[src/rtl/mem_to_bram_arb_if.sv]
// Bundle of the load, store and BRAM signals used by mem_to_bram_arb.
// All multi-channel fields are packed, with channel i at bits [(i+1)*W-1 : i*W].
// The slave modport is the arbiter's view. The master modport is the view of the
// requesters and the BRAM model.
interface mem_to_bram_arb_if #(
  parameter int DATA_WIDTH = 32,
  parameter int ADDR_WIDTH = 32,
  parameter int NUM_LOAD   = 2,
  parameter int NUM_STORE  = 1
);
  // load channels
  logic [NUM_LOAD*ADDR_WIDTH-1:0]  loadAddr;
  logic [NUM_LOAD-1:0]             loadEn;
  logic [NUM_LOAD-1:0]             loadReady;
  logic [NUM_LOAD*DATA_WIDTH-1:0]  loadData;
  logic [NUM_LOAD-1:0]             loadDataValid;
  logic [NUM_LOAD-1:0]             loadDataReady;
  // store channels
  logic [NUM_STORE*ADDR_WIDTH-1:0] storeAddr;
  logic [NUM_STORE*DATA_WIDTH-1:0] storeData;
  logic [NUM_STORE-1:0]            storeEn;
  logic [NUM_STORE-1:0]            storeReady;
  // BRAM port 0 (loads)
  logic                            ce0;
  logic                            we0;
  logic [ADDR_WIDTH-1:0]           address0;
  logic [DATA_WIDTH-1:0]           dout0;
  logic [DATA_WIDTH-1:0]           din0;
  // BRAM port 1 (stores)
  logic                            ce1;
  logic                            we1;
  logic [ADDR_WIDTH-1:0]           address1;
  logic [DATA_WIDTH-1:0]           dout1;
  logic [DATA_WIDTH-1:0]           din1;
  // status
  logic                            idle;

  modport slave (
    input  loadAddr, loadEn, loadDataReady,
    input  storeAddr, storeData, storeEn,
    input  din0, din1,
    output loadReady, loadData, loadDataValid,
    output storeReady,
    output ce0, we0, address0, dout0,
    output ce1, we1, address1, dout1,
    output idle
  );

  modport master (
    output loadAddr, loadEn, loadDataReady,
    output storeAddr, storeData, storeEn,
    output din0, din1,
    input  loadReady, loadData, loadDataValid,
    input  storeReady,
    input  ce0, we0, address0, dout0,
    input  ce1, we1, address1, dout1,
    input  idle
  );
endinterface

[src/rtl/mem_to_bram_arb.sv]
// Arbiter that connects several load and store channels to a dual-port BRAM.
// Port 0 serves loads and port 1 serves stores. Each port has its own round-robin
// pointer. A load response becomes valid 2 cycles after the grant.
// The optional macro MEM_TO_BRAM_ARB_FWD_EN enables same-cycle store-to-load
// forwarding. In that case the load returns the store data in place of din0.
module mem_to_bram_arb #(
  parameter int DATA_WIDTH = 32,
  parameter int ADDR_WIDTH = 32,
  parameter int NUM_LOAD   = 2,
  parameter int NUM_STORE  = 1
) (
  input  logic                 clk,
  input  logic                 rst,
  mem_to_bram_arb_if.slave     bus
);

  localparam int LP_W = (NUM_LOAD  > 1) ? $clog2(NUM_LOAD)  : 1;
  localparam int SP_W = (NUM_STORE > 1) ? $clog2(NUM_STORE) : 1;

  // round-robin pointers
  logic [LP_W-1:0]       r_lp;
  logic [SP_W-1:0]       r_sp;
  // the single load stage between issue and response capture
  logic                  r_s1_vld;
  logic [LP_W-1:0]       r_s1_ch;
  // response registers
  logic [NUM_LOAD-1:0]   r_valid;
  logic [DATA_WIDTH-1:0] r_data [NUM_LOAD];
  logic [ADDR_WIDTH-1:0] r_addr0;

  logic                  w_ld_gnt;
  logic [LP_W-1:0]       w_ld_idx;
  logic [LP_W-1:0]       w_lp_next;
  logic [NUM_LOAD-1:0]   w_ld_elig;
  logic [NUM_LOAD-1:0]   w_inflight;
  logic [ADDR_WIDTH-1:0] w_ld_addr;
  logic                  w_st_gnt;
  logic [SP_W-1:0]       w_st_idx;
  logic [SP_W-1:0]       w_sp_next;
  logic [ADDR_WIDTH-1:0] w_st_addr;
  logic [DATA_WIDTH-1:0] w_st_data;
  logic [DATA_WIDTH-1:0] w_resp;
  logic                  w_unused_din1;

  assign w_unused_din1 = ^bus.din1;

  // A channel is eligible when it requests and has nothing in flight or pending
  always_comb begin
    w_inflight = '0;
    if (r_s1_vld) w_inflight[r_s1_ch] = 1'b1;
    w_ld_elig = bus.loadEn & ~w_inflight & ~r_valid;
  end

  // Round-robin load search starting at r_lp; reset masks every grant
  always_comb begin
    logic [LP_W:0] v_sum;
    logic [LP_W:0] v_nxt;
    w_ld_gnt  = 1'b0;
    w_ld_idx  = '0;
    w_lp_next = r_lp;
    v_sum     = '0;
    v_nxt     = '0;
    for (int k = 0; k < NUM_LOAD; k++) begin
      v_sum = {1'b0, r_lp} + (LP_W+1)'(k);
      if (v_sum >= (LP_W+1)'(NUM_LOAD)) v_sum = v_sum - (LP_W+1)'(NUM_LOAD);
      if (!w_ld_gnt && w_ld_elig[v_sum[LP_W-1:0]]) begin
        w_ld_gnt = 1'b1;
        w_ld_idx = v_sum[LP_W-1:0];
      end
    end
    if (rst) w_ld_gnt = 1'b0;
    v_nxt = {1'b0, w_ld_idx} + (LP_W+1)'(1);
    if (v_nxt == (LP_W+1)'(NUM_LOAD)) v_nxt = '0;
    if (w_ld_gnt) w_lp_next = v_nxt[LP_W-1:0];
  end

  // Round-robin store search starting at r_sp; reset masks every grant
  always_comb begin
    logic [SP_W:0] v_sum;
    logic [SP_W:0] v_nxt;
    w_st_gnt  = 1'b0;
    w_st_idx  = '0;
    w_sp_next = r_sp;
    v_sum     = '0;
    v_nxt     = '0;
    for (int k = 0; k < NUM_STORE; k++) begin
      v_sum = {1'b0, r_sp} + (SP_W+1)'(k);
      if (v_sum >= (SP_W+1)'(NUM_STORE)) v_sum = v_sum - (SP_W+1)'(NUM_STORE);
      if (!w_st_gnt && bus.storeEn[v_sum[SP_W-1:0]]) begin
        w_st_gnt = 1'b1;
        w_st_idx = v_sum[SP_W-1:0];
      end
    end
    if (rst) w_st_gnt = 1'b0;
    v_nxt = {1'b0, w_st_idx} + (SP_W+1)'(1);
    if (v_nxt == (SP_W+1)'(NUM_STORE)) v_nxt = '0;
    if (w_st_gnt) w_sp_next = v_nxt[SP_W-1:0];
  end

  assign w_ld_addr = bus.loadAddr[w_ld_idx*ADDR_WIDTH +: ADDR_WIDTH];
  assign w_st_addr = bus.storeAddr[w_st_idx*ADDR_WIDTH +: ADDR_WIDTH];
  assign w_st_data = bus.storeData[w_st_idx*DATA_WIDTH +: DATA_WIDTH];

  // One-hot ready strobes for the granted load and store channels
  always_comb begin
    bus.loadReady  = '0;
    bus.storeReady = '0;
    if (w_ld_gnt) bus.loadReady[w_ld_idx]  = 1'b1;
    if (w_st_gnt) bus.storeReady[w_st_idx] = 1'b1;
  end

  // Port 0 is read-only. address0 keeps the last issued address while idle.
  assign bus.ce0      = w_ld_gnt;
  assign bus.we0      = 1'b0;
  assign bus.dout0    = '0;
  assign bus.address0 = w_ld_gnt ? w_ld_addr : r_addr0;

  // Port 1 is write-only
  assign bus.ce1      = w_st_gnt;
  assign bus.we1      = w_st_gnt;
  assign bus.address1 = w_st_gnt ? w_st_addr : '0;
  assign bus.dout1    = w_st_gnt ? w_st_data : '0;

`ifdef MEM_TO_BRAM_ARB_FWD_EN
  logic                  r_fwd_hit;
  logic [DATA_WIDTH-1:0] r_fwd_data;
  logic                  w_fwd_hit;

  assign w_fwd_hit = w_ld_gnt && w_st_gnt && (w_ld_addr == w_st_addr);

  // Record the store data that aliases this cycle's load, for use at capture time
  always_ff @(posedge clk) begin
    if (rst) begin
      r_fwd_hit  <= 1'b0;
      r_fwd_data <= '0;
    end else begin
      r_fwd_hit  <= w_fwd_hit;
      r_fwd_data <= w_st_data;
    end
  end

  assign w_resp = r_fwd_hit ? r_fwd_data : bus.din0;
`else
  assign w_resp = bus.din0;
`endif

  // Pointers, the issue stage and the response registers
  // NOTE: sequential state uses non-blocking assignments only, so every register
  // here sees the values from before this clock edge.
  always_ff @(posedge clk) begin
    if (rst) begin
      r_lp     <= '0;
      r_sp     <= '0;
      r_s1_vld <= 1'b0;
      r_s1_ch  <= '0;
      r_valid  <= '0;
      r_addr0  <= '0;
      // NOTE: the response registers are small flops, not a RAM. Clearing them
      // on reset makes loadData read 0 after reset.
      for (int i = 0; i < NUM_LOAD; i++) r_data[i] <= '0;
    end else begin
      r_lp     <= w_lp_next;
      r_sp     <= w_sp_next;
      r_s1_vld <= w_ld_gnt;
      r_s1_ch  <= w_ld_idx;
      if (w_ld_gnt) r_addr0 <= w_ld_addr;
      for (int i = 0; i < NUM_LOAD; i++)
        if (r_valid[i] && bus.loadDataReady[i]) r_valid[i] <= 1'b0;
      // The in-flight channel can never already be valid, so this never
      // collides with the clear above.
      if (r_s1_vld) begin
        r_valid[r_s1_ch] <= 1'b1;
        r_data[r_s1_ch]  <= w_resp;
      end
    end
  end

  for (genvar gi = 0; gi < NUM_LOAD; gi++) begin : g_ld_out
    assign bus.loadData[gi*DATA_WIDTH +: DATA_WIDTH] = r_data[gi];
  end

  assign bus.loadDataValid = r_valid;
  assign bus.idle          = !r_s1_vld && (r_valid == '0);

endmodule

[src/flat_wrapper.sv]
// flat-port wrapper written by rule: the top's interface ports become plain ports
module mem_to_bram_arb_flat 
#(
  parameter int DATA_WIDTH = 32,
  parameter int ADDR_WIDTH = 32,
  parameter int NUM_LOAD   = 2,
  parameter int NUM_STORE  = 1
)
  (clk, rst, bus_loadAddr, bus_loadEn, bus_loadDataReady, bus_storeAddr, bus_storeData, bus_storeEn, bus_din0, bus_din1, bus_loadReady, bus_loadData, bus_loadDataValid, bus_storeReady, bus_ce0, bus_we0, bus_address0, bus_dout0, bus_ce1, bus_we1, bus_address1, bus_dout1, bus_idle);
  mem_to_bram_arb_if #(.DATA_WIDTH(DATA_WIDTH), .ADDR_WIDTH(ADDR_WIDTH), .NUM_LOAD(NUM_LOAD), .NUM_STORE(NUM_STORE)) bus_i ();
  input  logic clk;
  input  logic rst;
  input wire logic [$bits(bus_i.loadAddr)-1:0] bus_loadAddr;
  input wire logic [$bits(bus_i.loadEn)-1:0] bus_loadEn;
  input wire logic [$bits(bus_i.loadDataReady)-1:0] bus_loadDataReady;
  input wire logic [$bits(bus_i.storeAddr)-1:0] bus_storeAddr;
  input wire logic [$bits(bus_i.storeData)-1:0] bus_storeData;
  input wire logic [$bits(bus_i.storeEn)-1:0] bus_storeEn;
  input wire logic [$bits(bus_i.din0)-1:0] bus_din0;
  input wire logic [$bits(bus_i.din1)-1:0] bus_din1;
  output wire logic [$bits(bus_i.loadReady)-1:0] bus_loadReady;
  output wire logic [$bits(bus_i.loadData)-1:0] bus_loadData;
  output wire logic [$bits(bus_i.loadDataValid)-1:0] bus_loadDataValid;
  output wire logic [$bits(bus_i.storeReady)-1:0] bus_storeReady;
  output wire logic [$bits(bus_i.ce0)-1:0] bus_ce0;
  output wire logic [$bits(bus_i.we0)-1:0] bus_we0;
  output wire logic [$bits(bus_i.address0)-1:0] bus_address0;
  output wire logic [$bits(bus_i.dout0)-1:0] bus_dout0;
  output wire logic [$bits(bus_i.ce1)-1:0] bus_ce1;
  output wire logic [$bits(bus_i.we1)-1:0] bus_we1;
  output wire logic [$bits(bus_i.address1)-1:0] bus_address1;
  output wire logic [$bits(bus_i.dout1)-1:0] bus_dout1;
  output wire logic [$bits(bus_i.idle)-1:0] bus_idle;
  assign bus_i.loadAddr = bus_loadAddr;
  assign bus_i.loadEn = bus_loadEn;
  assign bus_i.loadDataReady = bus_loadDataReady;
  assign bus_i.storeAddr = bus_storeAddr;
  assign bus_i.storeData = bus_storeData;
  assign bus_i.storeEn = bus_storeEn;
  assign bus_i.din0 = bus_din0;
  assign bus_i.din1 = bus_din1;
  assign bus_loadReady = bus_i.loadReady;
  assign bus_loadData = bus_i.loadData;
  assign bus_loadDataValid = bus_i.loadDataValid;
  assign bus_storeReady = bus_i.storeReady;
  assign bus_ce0 = bus_i.ce0;
  assign bus_we0 = bus_i.we0;
  assign bus_address0 = bus_i.address0;
  assign bus_dout0 = bus_i.dout0;
  assign bus_ce1 = bus_i.ce1;
  assign bus_we1 = bus_i.we1;
  assign bus_address1 = bus_i.address1;
  assign bus_dout1 = bus_i.dout1;
  assign bus_idle = bus_i.idle;
  mem_to_bram_arb #(.DATA_WIDTH(DATA_WIDTH), .ADDR_WIDTH(ADDR_WIDTH), .NUM_LOAD(NUM_LOAD), .NUM_STORE(NUM_STORE)) u_core (.clk(clk), .rst(rst), .bus(bus_i));
endmodule
[config.mk]
export PLATFORM = sky130hd
export DESIGN_NAME = mem_to_bram_arb_flat
export DESIGN_NICKNAME = d
export VERILOG_FILES = /design/src/rtl/mem_to_bram_arb_if.sv /design/src/rtl/mem_to_bram_arb.sv /design/src/flat_wrapper.sv
export SDC_FILE = /design/constraint.sdc
export NUM_CORES = 1
export LEC_CHECK = 0
export CAP_MARGIN = 0
export CORE_AREA = 2 2 154 156
export DETAILED_ROUTE_END_ITERATION = 8
export DIE_AREA = 0 0 156 158
export REMOVE_ABC_BUFFERS = 1
export SLEW_MARGIN = 20
export SYNTH_ARGS = -nofsm -noshare
export SYNTH_HDL_FRONTEND = slang
export SYNTH_SLANG_ARGS = --single-unit
[constraint.sdc]
create_clock -name clk -period 3.26 [get_ports clk]
set_clock_uncertainty 0.15 [all_clocks]
set_input_delay 0.652 -clock clk [delete_from_list [all_inputs] [get_ports clk]]
set_output_delay 0.652 -clock clk [all_outputs]
set_load 0.05 [all_outputs]
==> out/qor.csv, run 1 <==
metric,value,unit
RSZ-0062 raised after global routing,no,
post-synthesis area per instance,11.9,sq um
Buf/Inv on CP,7,
Ports,401,
Synthesis Warnings,0,
HPWL after DPL,19.0,mm
sequential standard cell area,2660,sq um
Sequential Power Share,33.3,%
"commonest non-fill, non-tap cell in the layout",clkdlybuf4s50_1,
metal3 WL,3.05,mm
die area,24600,sq um
vias in the first global route,5221,
fmax,313,MHz
drt via density,4.50,
Clock Tree Root,clkbuf_16,
RePlAce Congestion,0.813,
Final nets,1011,
routed wire length,24.3,mm
Synth Cell Area,5530,sq um
Switching Share,36.3,%
synthesis-to-finish area growth,92.8,%
RR Endpoint,u_core.r_addr0[0],
"slowest stage delay, CP",0.28,ns
reg2reg setup slack,1.01,ns
R2R depth,8,
relative slew slack,56.1,%
CTS tree,yes,
crit-path max FO,8,
starting DRC count in detailed routing,187,
VDD IR max,0.000223,V
worst path cell trace,dlygate4sd2_1 > nor2b_4 > buf_6 > a311oi_4 > buf_12 > bufbuf_16 > bufbuf_16 > buf_4 > buf_12,
max layer used,met4,
Placeable Area,23100,sq um
Comb pwr share,42.8,%
fillers,2090,
xor-xnor portion of the synthesized cell area,0,%
final critical-path share of the clock period,98.0,%
diode count,0,
worst reg2reg path startpoint,u_core.r_s1_ch,
Critical Path End Type,output pin,
Die Span X,156,microns
status,completed,
Clock Power Share,23.9,%
Critical Path RT,2.46,ns
clk_lat worst skew,0.34,ns
post-synthesis compound-gate area fraction,17.8,%
I/O Buffers,335,
via count,4978,
met2 wire length,12.6,mm
num rows,56,
critical path arrival,2.39,ns
distinct cell type count after synthesis,33,
Final Hold Fails,0,
clk buf depth,2,
Die Ht,158,microns
max-cap viol count,0,
cells after synthesis,464,
pin count of the biggest net entering global routing,53,
Post-Place Worst Slack,-0.0569,ns
largest family of logic cells by synthesized area,simple AND/OR/NAND/NOR gates,
"CP delay by family, top",buffers and inverters,
post-synthesis sequential area ratio,48.1,%
Crit Path Class,in2out,
most frequent cells in the layout,"clkdlybuf4s50_1, and2_1, buf_12",
Area after DPL,10200,sq um
layout cells sized above 1,25.6,%
setup ws final,0.0665,ns
Cells after DPL,1083,
Simple-Gate Fraction of Synth Area,24.0,%
Power Dens Cells,425,nW/um^2
antenna violations before repair,0,
drt drc,0,
Layout Utilization,46.3,%
#FFs+latches synth,101,
Hold Crit Class,reg2reg,
total congestion overflow,0,
critical hold path startpoint,u_core.bus.loadDataValid[0],
CTS Sinks,101,
internal power,2.89,mW
final slew viol count,0,
final setup vio count,0,
fin cells,1107,
first-pass GRT wire length,33.9,mm
switching power,1.65,mW
post-layout minimum cycle time,3.19,ns
slowest CP cell,a311oi_4,
Worst-path clk slew,0.07,ns
Overall Power,4.53,mW
multi-input logic area,2480,sq um
WHS Endpoint,u_core.bus.loadDataValid[0],
DRT met1 WL,8.21,mm
Hold Buf Count CTS,0,
type of origin of the critical path,primary input,
Post-DRT Antenna Nets,0,
multiplexer share of the synthesized area,0,%
First-pass DRT Iterations,4,
gr usage total,19.1,%
Pleak,4.14,nW
CTS buffer count,9,
hold depth,2,
worst slew pin tran,0.657,ns
Wirelength per Cell,21.9,microns
Initial Utilization,24.0,%
post-route cell area,10700,sq um
Post-Synth Adder-Cell Area,0,%
CTS H-tree depth,3,
-- power by group through the flow --
stage | Sequential [mW] | Combinational, mW | Clock (mW)
after floorplan | 1.74 | 0.742 | 0
after global placement | 1.53 | 1.91 | 0
after detailed placement | 1.54 | 1.91 | 0
after CTS | 1.51 | 1.96 | 1.12
after global routing | 1.52 | 2.02 | 1.17
final | 1.51 | 1.94 | 1.08
-- per-stage QoR --
| stage | hold slack, ns | setup TNS, ns |
|---|---|---|
| 4_1_cts | 0.391 | 0 |
| 3_3_place_gp | 0.383 | -1.50 |
| 5_1_grt | 0.433 | 0 |
| 3_5_place_dp | 0.380 | -1.09 |
| 6_report | 0.385 | 0 |
| 2_1_floorplan | 0.390 | -258.53 |
-- flip-flops by register name, summed over array words and instances, names as in the netlist --
signal                    count
u_core.r_lp                   1
u_core.r_s1_ch                1
u_core.r_addr0               32
u_core.r_data                64
u_core.bus.loadDataValid      2
u_core.r_s1_vld               1
-- cell families after synthesis --
group | Yosys count
compound gates | 104
buf+inv | 78
flops | 101
other cells | 1
simple gates | 180
-- layer usage --
layer / GRT usage (%) / vias up
met1: 18.9 / 2367
met2: 35.3 / 259
met3: 10.3 / 16
li1: - / 2336
met5: 0 / -
met4: 3.98 / 0
-- Yosys cell counts, drive strengths merged --
cell type / count / share of area, %
and2: 128 / 14
a221o: 64 / 12
edfxtp: 64 / 35
buf: 60 / 8.8
dfxtp: 37 / 13
nor3b: 33 / 7.4
o21a: 32 / 4.3
clkbuf: 16 / 1.1
nor2: 8 / 0.54
nand2b: 5 / 0.79
a21oi: 2 / 0.18
inv: 2 / 0.14
nor2b: 2 / 0.36
a21o: 1 / 0.14
a311oi: 1 / 0.27
a31oi: 1 / 0.11
and2b: 1 / 0.14
and3b: 1 / 0.16
conb: 1 / 0.068
nand2: 1 / 0.068
nor3: 1 / 0.090
o311ai: 1 / 0.29
o32a: 1 / 0.41
o32ai: 1 / 0.50
-- worst max path at each step --
stage / end / slack, ns / cells past startpoint / start
floorplan: bus_address0[0] / -2.21 / 3 / rst
global placement: bus_address0[1] / -0.08 / 9 / bus_loadEn[0]
detailed placement: bus_address0[1] / -0.06 / 9 / bus_loadEn[0]
CTS: bus_loadReady[0] / 0.05 / 9 / bus_loadEn[0]
global route: bus_loadReady[0] / 0.01 / 9 / bus_loadEn[0]
finish: bus_loadReady[0] / 0.07 / 9 / bus_loadEn[1]
-- layout make-up --
type                       instances  area share [%]
inverter                           2          0.0703
timing repair buffer             381            45.6
sequential                       101            25.0
multi-input combinational        317            23.2
tap                              290            3.40
clock inverter                     7           0.610
clock buffer                       9            2.11
-- worst min-delay path, delay by kind of cell (launching register included) --
kind | cells | cell delay, ns
AND/OR/NAND/NOR | 1 | 0.08
flip-flops | 1 | 0.35
AO/OA/AOI/OAI | 1 | 0.06
-- timing repair --
item                       CTS  global route
setup endpoints to repair   28             0
hold endpoints to repair     0             0
gates resized for setup      3             0
setup buffers                4             0
(Power assumes the default switching activity.)
==> run 2: changes to the inputs <==
- ABC_CLOCK_PERIOD_IN_PS: default -> 3260
==> results of run 2 <==
Final layout, timing and power as in run 1 (identical DEF).
